**config.mk**
```make
export PLATFORM = sky130hd
export DESIGN_NAME = display_scan_mux_flat
export DESIGN_NICKNAME = d
export VERILOG_FILES = /design/src/rtl/display_scan_mux_pkg.sv /design/src/rtl/display_scan_mux_if.sv /design/src/rtl/display_scan_mux_bcd_to_seg7.sv /design/src/rtl/display_scan_mux.sv /design/src/flat_wrapper.sv
export SDC_FILE = /design/constraint.sdc
export NUM_CORES = 1
export LEC_CHECK = 0
export ABC_AREA = 1
export CAP_MARGIN = 20
export CORE_ASPECT_RATIO = 1.75
export CORE_MARGIN = 4
export CORE_UTILIZATION = 40
export CTS_BUF_LIST = sky130_fd_sc_hd__clkbuf_8
export DETAILED_ROUTE_END_ITERATION = 16
export MAX_ROUTING_LAYER = met4
export PLACE_DENSITY = 0.73
export SLEW_MARGIN = 30
export SYNTH_ARGS = -nofsm -noshare
export SYNTH_HDL_FRONTEND = slang
export SYNTH_SLANG_ARGS = --single-unit
```
**constraint.sdc**
```tcl
create_clock -name clk -period 2.3 [get_ports clk]
set_input_delay 0.46 -clock clk [delete_from_list [all_inputs] [get_ports clk]]
set_output_delay 0.46 -clock clk [all_outputs]
set_load 0.05 [all_outputs]
```
**src/rtl/display_scan_mux_pkg.sv**
```systemverilog
// Shared definitions for the 4-digit display scan multiplexer:
// segment patterns (active-low {g,f,e,d,c,b,a}), FSM state encoding and
// digit count.
package display_scan_mux_pkg;

  localparam int NUM_DIGITS = 4;

  localparam logic [6:0] SEG_0     = 7'b1000000;
  localparam logic [6:0] SEG_1     = 7'b1111001;
  localparam logic [6:0] SEG_2     = 7'b0100100;
  localparam logic [6:0] SEG_3     = 7'b0110000;
  localparam logic [6:0] SEG_4     = 7'b0011001;
  localparam logic [6:0] SEG_5     = 7'b0010010;
  localparam logic [6:0] SEG_6     = 7'b0000010;
  localparam logic [6:0] SEG_7     = 7'b1111000;
  localparam logic [6:0] SEG_8     = 7'b0000000;
  localparam logic [6:0] SEG_9     = 7'b0010000;
  localparam logic [6:0] SEG_DASH  = 7'b0111111;
  localparam logic [6:0] SEG_BLANK = 7'b1111111;

  localparam logic [NUM_DIGITS-1:0] AN_OFF = '1;

  typedef enum logic [1:0] {
    IDLE = 2'd0,
    SHOW = 2'd1,
    GAP  = 2'd2
  } state_t;

endpackage

```
**src/rtl/display_scan_mux_if.sv**
```systemverilog
// Display scan bus: scan tick and BCD value in, anode/segment drive and
// current digit index out. The slave modport is the multiplexer side.
interface display_scan_if;
  import display_scan_mux_pkg::*;

  logic                          tick;
  logic [4*NUM_DIGITS-1:0]       digits_bcd;
  logic [NUM_DIGITS-1:0]         an;
  logic [6:0]                    seg;
  logic [$clog2(NUM_DIGITS)-1:0] digit_idx;

  modport master (output tick, digits_bcd, input an, seg, digit_idx);
  modport slave  (input tick, digits_bcd, output an, seg, digit_idx);

endinterface

```
**src/rtl/display_scan_mux_bcd_to_seg7.sv**
```systemverilog
// Combinational BCD nibble to active-low 7-segment pattern.
// 0..9 decode to digits, 10..14 to a dash, 15 to blank.
module bcd_to_seg7
  import display_scan_mux_pkg::*;
(
  input  logic [3:0] nibble,
  output logic [6:0] seg
);

  // Nibble decode; the default arm covers the dash codes.
  always_comb begin
    // NOTE: a default on every path keeps this purely combinational (no latch).
    unique case (nibble)
      4'd0:    seg = SEG_0;
      4'd1:    seg = SEG_1;
      4'd2:    seg = SEG_2;
      4'd3:    seg = SEG_3;
      4'd4:    seg = SEG_4;
      4'd5:    seg = SEG_5;
      4'd6:    seg = SEG_6;
      4'd7:    seg = SEG_7;
      4'd8:    seg = SEG_8;
      4'd9:    seg = SEG_9;
      4'd15:   seg = SEG_BLANK;
      default: seg = SEG_DASH;
    endcase
  end

endmodule

```
**src/rtl/display_scan_mux.sv**
```systemverilog
// Time-multiplexed driver for a 4-digit common-anode 7-segment display.
// Each scan tick advances one digit; an all-off gap of GAP_CYCLES clocks
// separates digits to suppress ghosting; the BCD value is latched into a
// shadow register only at frame boundaries so a frame never tears.
// Optional build macro: LEADING_ZERO_BLANK_EN blanks leading zero digits
// (digit 0 always shown; the anode still lights for uniform brightness).
module display_scan_mux
  import display_scan_mux_pkg::*;
#(
  parameter int GAP_CYCLES = 8  // legal range 1..255
) (
  input  logic           clk,
  input  logic           rst_n,
  display_scan_if.slave  bus
);

  localparam logic [7:0] GAP_LOAD = 8'(GAP_CYCLES - 1);

  state_t      state;
  logic [1:0]  idx;
  logic [15:0] shadow;
  logic [7:0]  gap_cnt;
  logic [3:0]  an_q;
  logic [6:0]  seg_q;

  logic [3:0]  cur_nibble;
  logic [6:0]  dec_seg;
  logic [6:0]  show_seg;
  logic        lead_zero;

  assign cur_nibble = 4'(shadow >> {idx, 2'b00});

  bcd_to_seg7 u_dec (
    .nibble (cur_nibble),
    .seg    (dec_seg)
  );

`ifdef LEADING_ZERO_BLANK_EN
  // Digit k>0 is a leading zero when it and every higher nibble are zero.
  always_comb begin
    lead_zero = 1'b0;
    case (idx)
      2'd3:    lead_zero = (shadow[15:12] == 4'h0);
      2'd2:    lead_zero = (shadow[15:8]  == 8'h00);
      2'd1:    lead_zero = (shadow[15:4]  == 12'h000);
      default: lead_zero = 1'b0;
    endcase
  end
`else
  assign lead_zero = 1'b0;
`endif

  assign show_seg = lead_zero ? SEG_BLANK : dec_seg;

  // Scan FSM; an/seg are registered from the state held during this cycle.
  always_ff @(posedge clk or negedge rst_n) begin
    if (!rst_n) begin
      state   <= IDLE;
      idx     <= 2'd0;
      shadow  <= 16'h0000;
      gap_cnt <= 8'd0;
      an_q    <= AN_OFF;
      seg_q   <= SEG_BLANK;
    end else begin
      // NOTE: non-blocking assignments so every register sees pre-edge values.
      case (state)
        IDLE: begin
          an_q  <= AN_OFF;
          seg_q <= SEG_BLANK;
          if (bus.tick) begin
            shadow <= bus.digits_bcd;
            idx    <= 2'd0;
            state  <= SHOW;
          end
        end
        SHOW: begin
          an_q  <= ~(4'b0001 << idx);
          seg_q <= show_seg;
          if (bus.tick) begin
            gap_cnt <= GAP_LOAD;
            state   <= GAP;
          end
        end
        GAP: begin
          an_q  <= AN_OFF;
          seg_q <= SEG_BLANK;
          // Ticks arriving here are dropped, not queued.
          if (gap_cnt == 8'd0) begin
            idx   <= idx + 2'd1;
            state <= SHOW;
            if (idx == 2'd3) shadow <= bus.digits_bcd;
          end else begin
            gap_cnt <= gap_cnt - 8'd1;
          end
        end
        default: state <= IDLE;
      endcase
    end
  end

  assign bus.an        = an_q;
  assign bus.seg       = seg_q;
  assign bus.digit_idx = idx;

endmodule

```
**src/flat_wrapper.sv**
```systemverilog
// flat-port wrapper written by rule: the top's interface ports become plain ports
module display_scan_mux_flat import display_scan_mux_pkg::*;
#(
  parameter int GAP_CYCLES = 8                       
)
  (clk, rst_n, bus_tick, bus_digits_bcd, bus_an, bus_seg, bus_digit_idx);
  display_scan_if bus_i ();
  input  logic clk;
  input  logic rst_n;
  input wire logic [$bits(bus_i.tick)-1:0] bus_tick;
  input wire logic [$bits(bus_i.digits_bcd)-1:0] bus_digits_bcd;
  output wire logic [$bits(bus_i.an)-1:0] bus_an;
  output wire logic [$bits(bus_i.seg)-1:0] bus_seg;
  output wire logic [$bits(bus_i.digit_idx)-1:0] bus_digit_idx;
  assign bus_i.tick = bus_tick;
  assign bus_i.digits_bcd = bus_digits_bcd;
  assign bus_an = bus_i.an;
  assign bus_seg = bus_i.seg;
  assign bus_digit_idx = bus_i.digit_idx;
  display_scan_mux #(.GAP_CYCLES(GAP_CYCLES)) u_core (.clk(clk), .rst_n(rst_n), .bus(bus_i));
endmodule
```
==> results.sh, run 1 <==
export IMPL_status="finished, final reports clean"
export IMPL_area_delta_synth_final_pct=20.79
export IMPL_worstSkewPairLatency_ns=0.30
export IMPL_ioPinCount=32
export IMPL_drc=0
export IMPL_async_flop_share_pct=100.0
export IMPL_antenna_cells=0
export IMPL_finalCriticalPeriod_ns=2.094
export IMPL_synthFlopType="dfrtp_1"
export IMPL_syn_area_um2=2221
export IMPL_finClkSkew_ns=0.01378
export IMPL_start_kind="flop"
export IMPL_syn_inst=275
export IMPL_crit_family="buffers and inverters"
export IMPL_post_cts_buffers=0
export IMPL_ys_seq_area_share_pct=44.56
export IMPL_dp_hpwl_um=3440
export IMPL_htreeDepth=2
export IMPL_crit_path_start="u_core.bus.seg[1]$_DFFE_PN1N_"
export IMPL_r2r_start="u_core.bus.digit_idx[0]$_DFFE_PN0P_"
export IMPL_placement_rows=35
export IMPL_die_h_um=106.6
export IMPL_fin_cells=385
export IMPL_final_cell_mix="nand2_1 (83), nand3_1 (37), nor2_1 (34), clkdlybuf4s50_1 (29), dfrtp_1 (28)"
export IMPL_wl_per_cell_um=11.37
export IMPL_cts_made_buffers=5
export IMPL_required_ns=1.84
export IMPL_crit_chain="clkdlybuf4s50_1"
export IMPL_multiInputGateArea_um2=1080
export IMPL_numPortBuffers=31
export IMPL_grt_pass1_vias=1789
export IMPL_worstMarginPinSlew_ns=0.7818
export IMPL_ir_drop_mv=0.4078
export IMPL_layout_commonest_cell="nand2_1"
export IMPL_crit_buf_inv=1
export IMPL_min_path_type="primary input to asynchronous set/reset pin"
export IMPL_fill_cells=536
export IMPL_drt_wl_total_um=4379
export IMPL_crit_type="flop to output port"
export IMPL_regArea_um2=989.7
export IMPL_gp_congestion=0.9356
export IMPL_fmax_mhz=477.5
export IMPL_die_w_um=64.33
export IMPL_core_area_um2=5343
export IMPL_setup_tns_ns=0
export IMPL_first_pass_iters=4
export IMPL_yosys_cell_types_count=30
export IMPL_rsz0062_at_grt="false"
export IMPL_ff2ff_setup_slack_ns=0.42
export IMPL_grt_max_degree=33
export IMPL_finalInstanceArea_um2=2683
export IMPL_r2r_cells=11
export IMPL_layout_nets=340
export IMPL_cp_max_fo=2
export IMPL_antenna_found_initial=0
export IMPL_relSlewSlack_pct=47.88
export IMPL_cp_data_arrival_time_ns=1.63
export IMPL_crit_cells=1
export IMPL_ant_nets=0
export IMPL_synth_seq_cells=39
export IMPL_cts_sinks=39
export IMPL_cp_slowest_cell="clkdlybuf4s50_1"
export IMPL_start_util_pct=41.57
export IMPL_drive_gt1_share_pct=16.72
export IMPL_clk_pin_slew_ns=0.09
export IMPL_synth_warning_count=0
export IMPL_end_kind="output port"
export IMPL_finalHoldViolations=0
export IMPL_syn_num_nets=305
export IMPL_leakage_uw=0.001312
export IMPL_setup_viol=0
export IMPL_maxCapViolCount=0
export IMPL_period_share_pct=91.06
export IMPL_die_area_um2=6855
export IMPL_synth_avg_cell_area_um2=8.076
export IMPL_track_usage_pct=14.89
export IMPL_vias=1771
export IMPL_drtIter0Drc=60
export IMPL_holdWs_ns=0.2340
export IMPL_grt_pass1_wl_um=7838
export IMPL_dp_cells=377
export IMPL_viasPerCell=4.600
export IMPL_postPlaceCellArea_um2=2591
export IMPL_slowest_delay_ns=0.80
export IMPL_cts_tree="built"
export IMPL_grt_overflow=0
export IMPL_synth_edf_count=0
export IMPL_finalMaxSlewViolations=0
export IMPL_powerDensity_nw_per_um2=1186
export IMPL_clockBufferDepth=2
export IMPL_cts_root_buf="clkbuf_8"
## registers in the layout, summed over array words and instances (netlist names)
signal                flops
u_core.bus.an             4
u_core.bus.digit_idx      2
u_core.bus.seg            7
u_core.gap_cnt            8
u_core.shadow            16
u_core.state              2
## cell families after synthesis
kind of cell,count (synthesis),share of synthesized area [%]
adders and majority gates,11,6.197
buffers and inverters,32,6.816
DFF,39,44.56
xor gates and xnor gates,3,1.183
AOI/OAI and AO/OA,15,3.944
and+or+nand+nor,175,37.30
## metrics by stage
stage               setup slack, ns  utilization (%)  power [uW]
detailed placement           0.3518            48.50        2755
global route                 0.1531            50.21        3482
global placement             0.3561            48.50        2718
floorplan                    0.2717                -        2406
CTS                         0.05944            50.16        3223
finish                       0.2055            50.21        3181
## worst paths after layout
| check | end |
|---|---|
| worst max-delay path | bus_seg[1] |
| worst min-delay path | u_core.bus.digit_idx[0]$_DFFE_PN0P_ |
| worst max register to register | u_core.bus.seg[4]$_DFFE_PN1N_ |
| worst min register to register | u_core.shadow[4]$_DFFE_PN0P_ |
| max in group asynchronous | u_core.bus.seg[6]$_DFFE_PN1N_ |
| min in group clk | u_core.shadow[4]$_DFFE_PN0P_ |
## cell type report
type | instances | area share [%]
multi-input combinational | 204 | 40.25
sequential | 39 | 36.89
timing repair buffer | 35 | 12.59
inverter | 25 | 3.498
tap | 74 | 3.451
clock buffer | 5 | 2.565
clock inverter | 3 | 0.7463
## power breakdown
part / internal [uW] / switching [uW] / total (uW)
sequential: 965 / 160 / 1130
combinational: 536 / 1060 / 1600
clock: 211 / 244 / 455
total: 1710 / 1470 / 3180
## cell usage after synthesis (3+ instances only)
| master | instances | area [um^2] |
|---|---|---|
| o21ai_1 | 4 | 20.02 |
| nand2_2 | 7 | 43.79 |
| nor2_4 | 3 | 33.78 |
| inv_1 | 19 | 71.32 |
| xor2_1 | 3 | 26.28 |
| nor2_1 | 34 | 127.6 |
| dfrtp_1 | 28 | 700.7 |
| inv_2 | 6 | 22.52 |
| buf_6 | 3 | 33.78 |
| nand3_1 | 37 | 185.2 |
| a21oi_1 | 5 | 25.02 |
| ha_1 | 11 | 137.6 |
| dfstp_2 | 11 | 289.0 |
| nand2_1 | 83 | 311.6 |
## what timing repair did
item / CTS / global route
gates resized for setup: 0 / 1
setup endpoints to repair: 0 / 1
hold buffers: 0 / 0
## layer usage
metal / vias up / GRT usage [%] / routed length, um
li1: 928 / - / -
met1: 811 / 15.61 / 1746
met2: 26 / 26.70 / 2446
met3: 6 / 3.145 / 116
met4: 0 / 6.051 / 70
met5: - / - / 0
## worst reg2reg max path, cell delays in order (launching register included)
cell	delay, ns
dfrtp_1	0.59
inv_2	0.20
nand2_1	0.10
nand3_1	0.06
nand2_1	0.19
inv_1	0.10
ha_1	0.24
nand3_1	0.09
nand2_1	0.05
nor2_1	0.08
nor2_1	0.04
nor2_1	0.08
Note: power is estimated with default switching activity, not from simulation.
==> inputs of run 2 (changes only) <==
--- a/config.mk
+++ b/config.mk
@@ -11,6 +11,7 @@
 export CORE_MARGIN = 4
 export CORE_UTILIZATION = 40
 export CTS_BUF_LIST = sky130_fd_sc_hd__clkbuf_8
+export CTS_CLUSTER_DIAMETER = 30
 export DETAILED_ROUTE_END_ITERATION = 16
 export MAX_ROUTING_LAYER = met4
 export PLACE_DENSITY = 0.73
==> results of run 2 <==
Final layout, timing and power as in run 1 (identical DEF).
==> inputs of run 3 (changes only) <==
--- a/config.mk
+++ b/config.mk
@@ -8,7 +8,7 @@
 export ABC_AREA = 1
 export CAP_MARGIN = 20
 export CORE_ASPECT_RATIO = 1.75
-export CORE_MARGIN = 4
+export CORE_MARGIN = 10
 export CORE_UTILIZATION = 40
 export CTS_BUF_LIST = sky130_fd_sc_hd__clkbuf_8
 export CTS_CLUSTER_DIAMETER = 30
==> run 3 against run 2 <==
  * Critical endpoint is now bus_an[1]
  * Sequential share of layout area is 0.22 points lower
  * Critical path type unchanged
  * Worst hold slack worse by 0.11 ns
  * Utilization is 0.30 points higher
  * First-iteration DRC count is 30% lower
==> results.sh, run 3 (synthesis gave the netlist of run 1 again) <==
export IMPL_fill_cells=524
export IMPL_grt_overflow=0
export IMPL_vias=1804
export IMPL_numPortBuffers=31
export IMPL_slowest_delay_ns=0.80
export IMPL_drt_wl_total_um=4523
export IMPL_period_share_pct=91.11
export IMPL_clockBufferDepth=2
export IMPL_required_ns=1.84
export IMPL_end_kind="output port"
export IMPL_finClkSkew_ns=0.01268
export IMPL_crit_type="flop to output port"
export IMPL_cp_max_fo=2
export IMPL_cts_made_buffers=5
export IMPL_cts_root_buf="clkbuf_8"
export IMPL_viasPerCell=4.710
export IMPL_start_util_pct=41.57
export IMPL_pre_cts_slack_ns=0.3541
export IMPL_first_pass_iters=4
export IMPL_final_cell_mix="nand2_1 (83), nand3_1 (37), nor2_1 (34), clkdlybuf4s50_1 (29), dfrtp_1 (28)"
export IMPL_holdWs_ns=0.1275
export IMPL_die_area_um2=9050
export IMPL_regMostFlops="u_core.shadow"
export IMPL_maxCapViolCount=0
export IMPL_dp_hpwl_um=3502
export IMPL_worstSkewPairLatency_ns=0.29
export IMPL_drive_gt1_share_pct=16.18
export IMPL_ant_nets=0
export IMPL_htreeDepth=2
export IMPL_multiInputGateArea_um2=1080
export IMPL_crit_family="buffers and inverters"
export IMPL_layout_nets=338
export IMPL_ir_drop_mv=0.4610
export IMPL_antenna_cells=0
export IMPL_start_kind="flop"
export IMPL_cp_slowest_cell="clkdlybuf4s50_1"
export IMPL_drtIter0Drc=42
export IMPL_status="finished, final reports clean"
export IMPL_leakage_uw=0.001324
export IMPL_finalHoldViolations=0
export IMPL_core_area_um2=5343
export IMPL_track_usage_pct=10.59
export IMPL_clk_pin_slew_ns=0.08
export IMPL_largest_reg_flops=16
export IMPL_die_h_um=118.6
export IMPL_powerDensity_nw_per_um2=1230
export IMPL_grt_max_degree=40
export IMPL_setup_viol=0
export IMPL_antenna_found_initial=0
export IMPL_rsz0062_at_grt="false"
export IMPL_setup_tns_ns=0
export IMPL_min_path_type="primary input to asynchronous set/reset pin"
export IMPL_finalMaxSlewViolations=0
export IMPL_crit_buf_inv=1
export IMPL_wl_per_cell_um=11.81
export IMPL_placement_rows=35
export IMPL_drc=0
export IMPL_grt_pass1_vias=1783
export IMPL_dp_cells=375
export IMPL_worstMarginPinSlew_ns=0.5292
export IMPL_relSlewSlack_pct=64.66
export IMPL_cts_sinks=39
export IMPL_cts_tree="built"
export IMPL_crit_chain="clkdlybuf4s50_1"
export IMPL_grt_pass1_wl_um=7900
export IMPL_power_total_uw=3320
export IMPL_area_delta_synth_final_pct=21.52
export IMPL_gp_congestion=0.9076
export IMPL_finalCriticalPeriod_ns=2.096
export IMPL_ioPinCount=32
export IMPL_regArea_um2=989.7
export IMPL_post_cts_buffers=0
export IMPL_fin_cells=383
export IMPL_cp_data_arrival_time_ns=1.64
export IMPL_setup_ws_ns=0.2045
export IMPL_layout_commonest_cell="nand2_1"
export IMPL_fmax_mhz=477.2
export IMPL_die_w_um=76.33
run 3: path summary, 6_finish.rpt:
| kind | start | to | slack, ns | depth (start not counted) |
|---|---|---|---|---|
| min in group clk | u_core.shadow[13]$_DFFE_PN0P_ | u_core.shadow[13]$_DFFE_PN0P_ | 0.48 | 2 |
| worst min register to register | u_core.shadow[13]$_DFFE_PN0P_ | u_core.shadow[13]$_DFFE_PN0P_ | 0.48 | 2 |
| worst max-delay path | u_core.bus.an[1]$_DFFE_PN1N_ | bus_an[1] | 0.20 | 1 |
| max in group asynchronous | rst_n | u_core.bus.seg[6]$_DFFE_PN1N_ | 1.81 | 1 |
| worst max register to register | u_core.bus.digit_idx[0]$_DFFE_PN0P_ | u_core.bus.seg[5]$_DFFE_PN1N_ | 0.41 | 12 |
| worst min-delay path | rst_n | u_core.bus.digit_idx[0]$_DFFE_PN0P_ | 0.13 | 1 |
run 3: report_power, final:
part           internal, uW  switching (uW)  leakage [uW]  total [uW]
sequential              965             154      0.000466        1120
combinational           535            1070      0.000796        1610
clock                   351             243     0.0000612         594
total                  1850            1470       0.00132        3320
run 3: layout make-up:
| class | count | share of cell area [%] |
|---|---|---|
| clock buffers | 6 | 3.060 |
| clock inverters | 2 | 1.298 |
| inverters | 25 | 3.477 |
| multi-input cells | 204 | 40.01 |
| flip-flops and latches | 39 | 36.67 |
| well taps | 74 | 3.431 |
| repair buffers | 33 | 12.05 |
run 3: worst register-to-register path: cells and delay by family (launching register included):
kind                       cells  cell delay (ns)
and+or+nand+nor                8             0.68
DFF                            1             0.57
buffers and inverters          3             0.34
adders and majority gates      1             0.21
run 3: stage by stage:
step	util (%)	instance area [um^2]
6_report	50.52	2699
5_1_grt	50.52	2699
4_1_cts	50.42	2694
3_5_place_dp	48.22	2576
3_3_place_gp	48.22	2576
2_1_floorplan	-	2221
run 3: routing by layer:
layer / global-route usage [%] / wire length [um]
met1: 10.59 / 1835
met3: 2.959 / 161
met2: 18.78 / 2440
met5: - / 0
met4: 4.322 / 85
run 3: timing repair:
item / 4_1_cts / 5_1_grt
hold buffers: 0 / 0
gates resized for setup: 0 / 1
setup endpoints to repair: 0 / 1
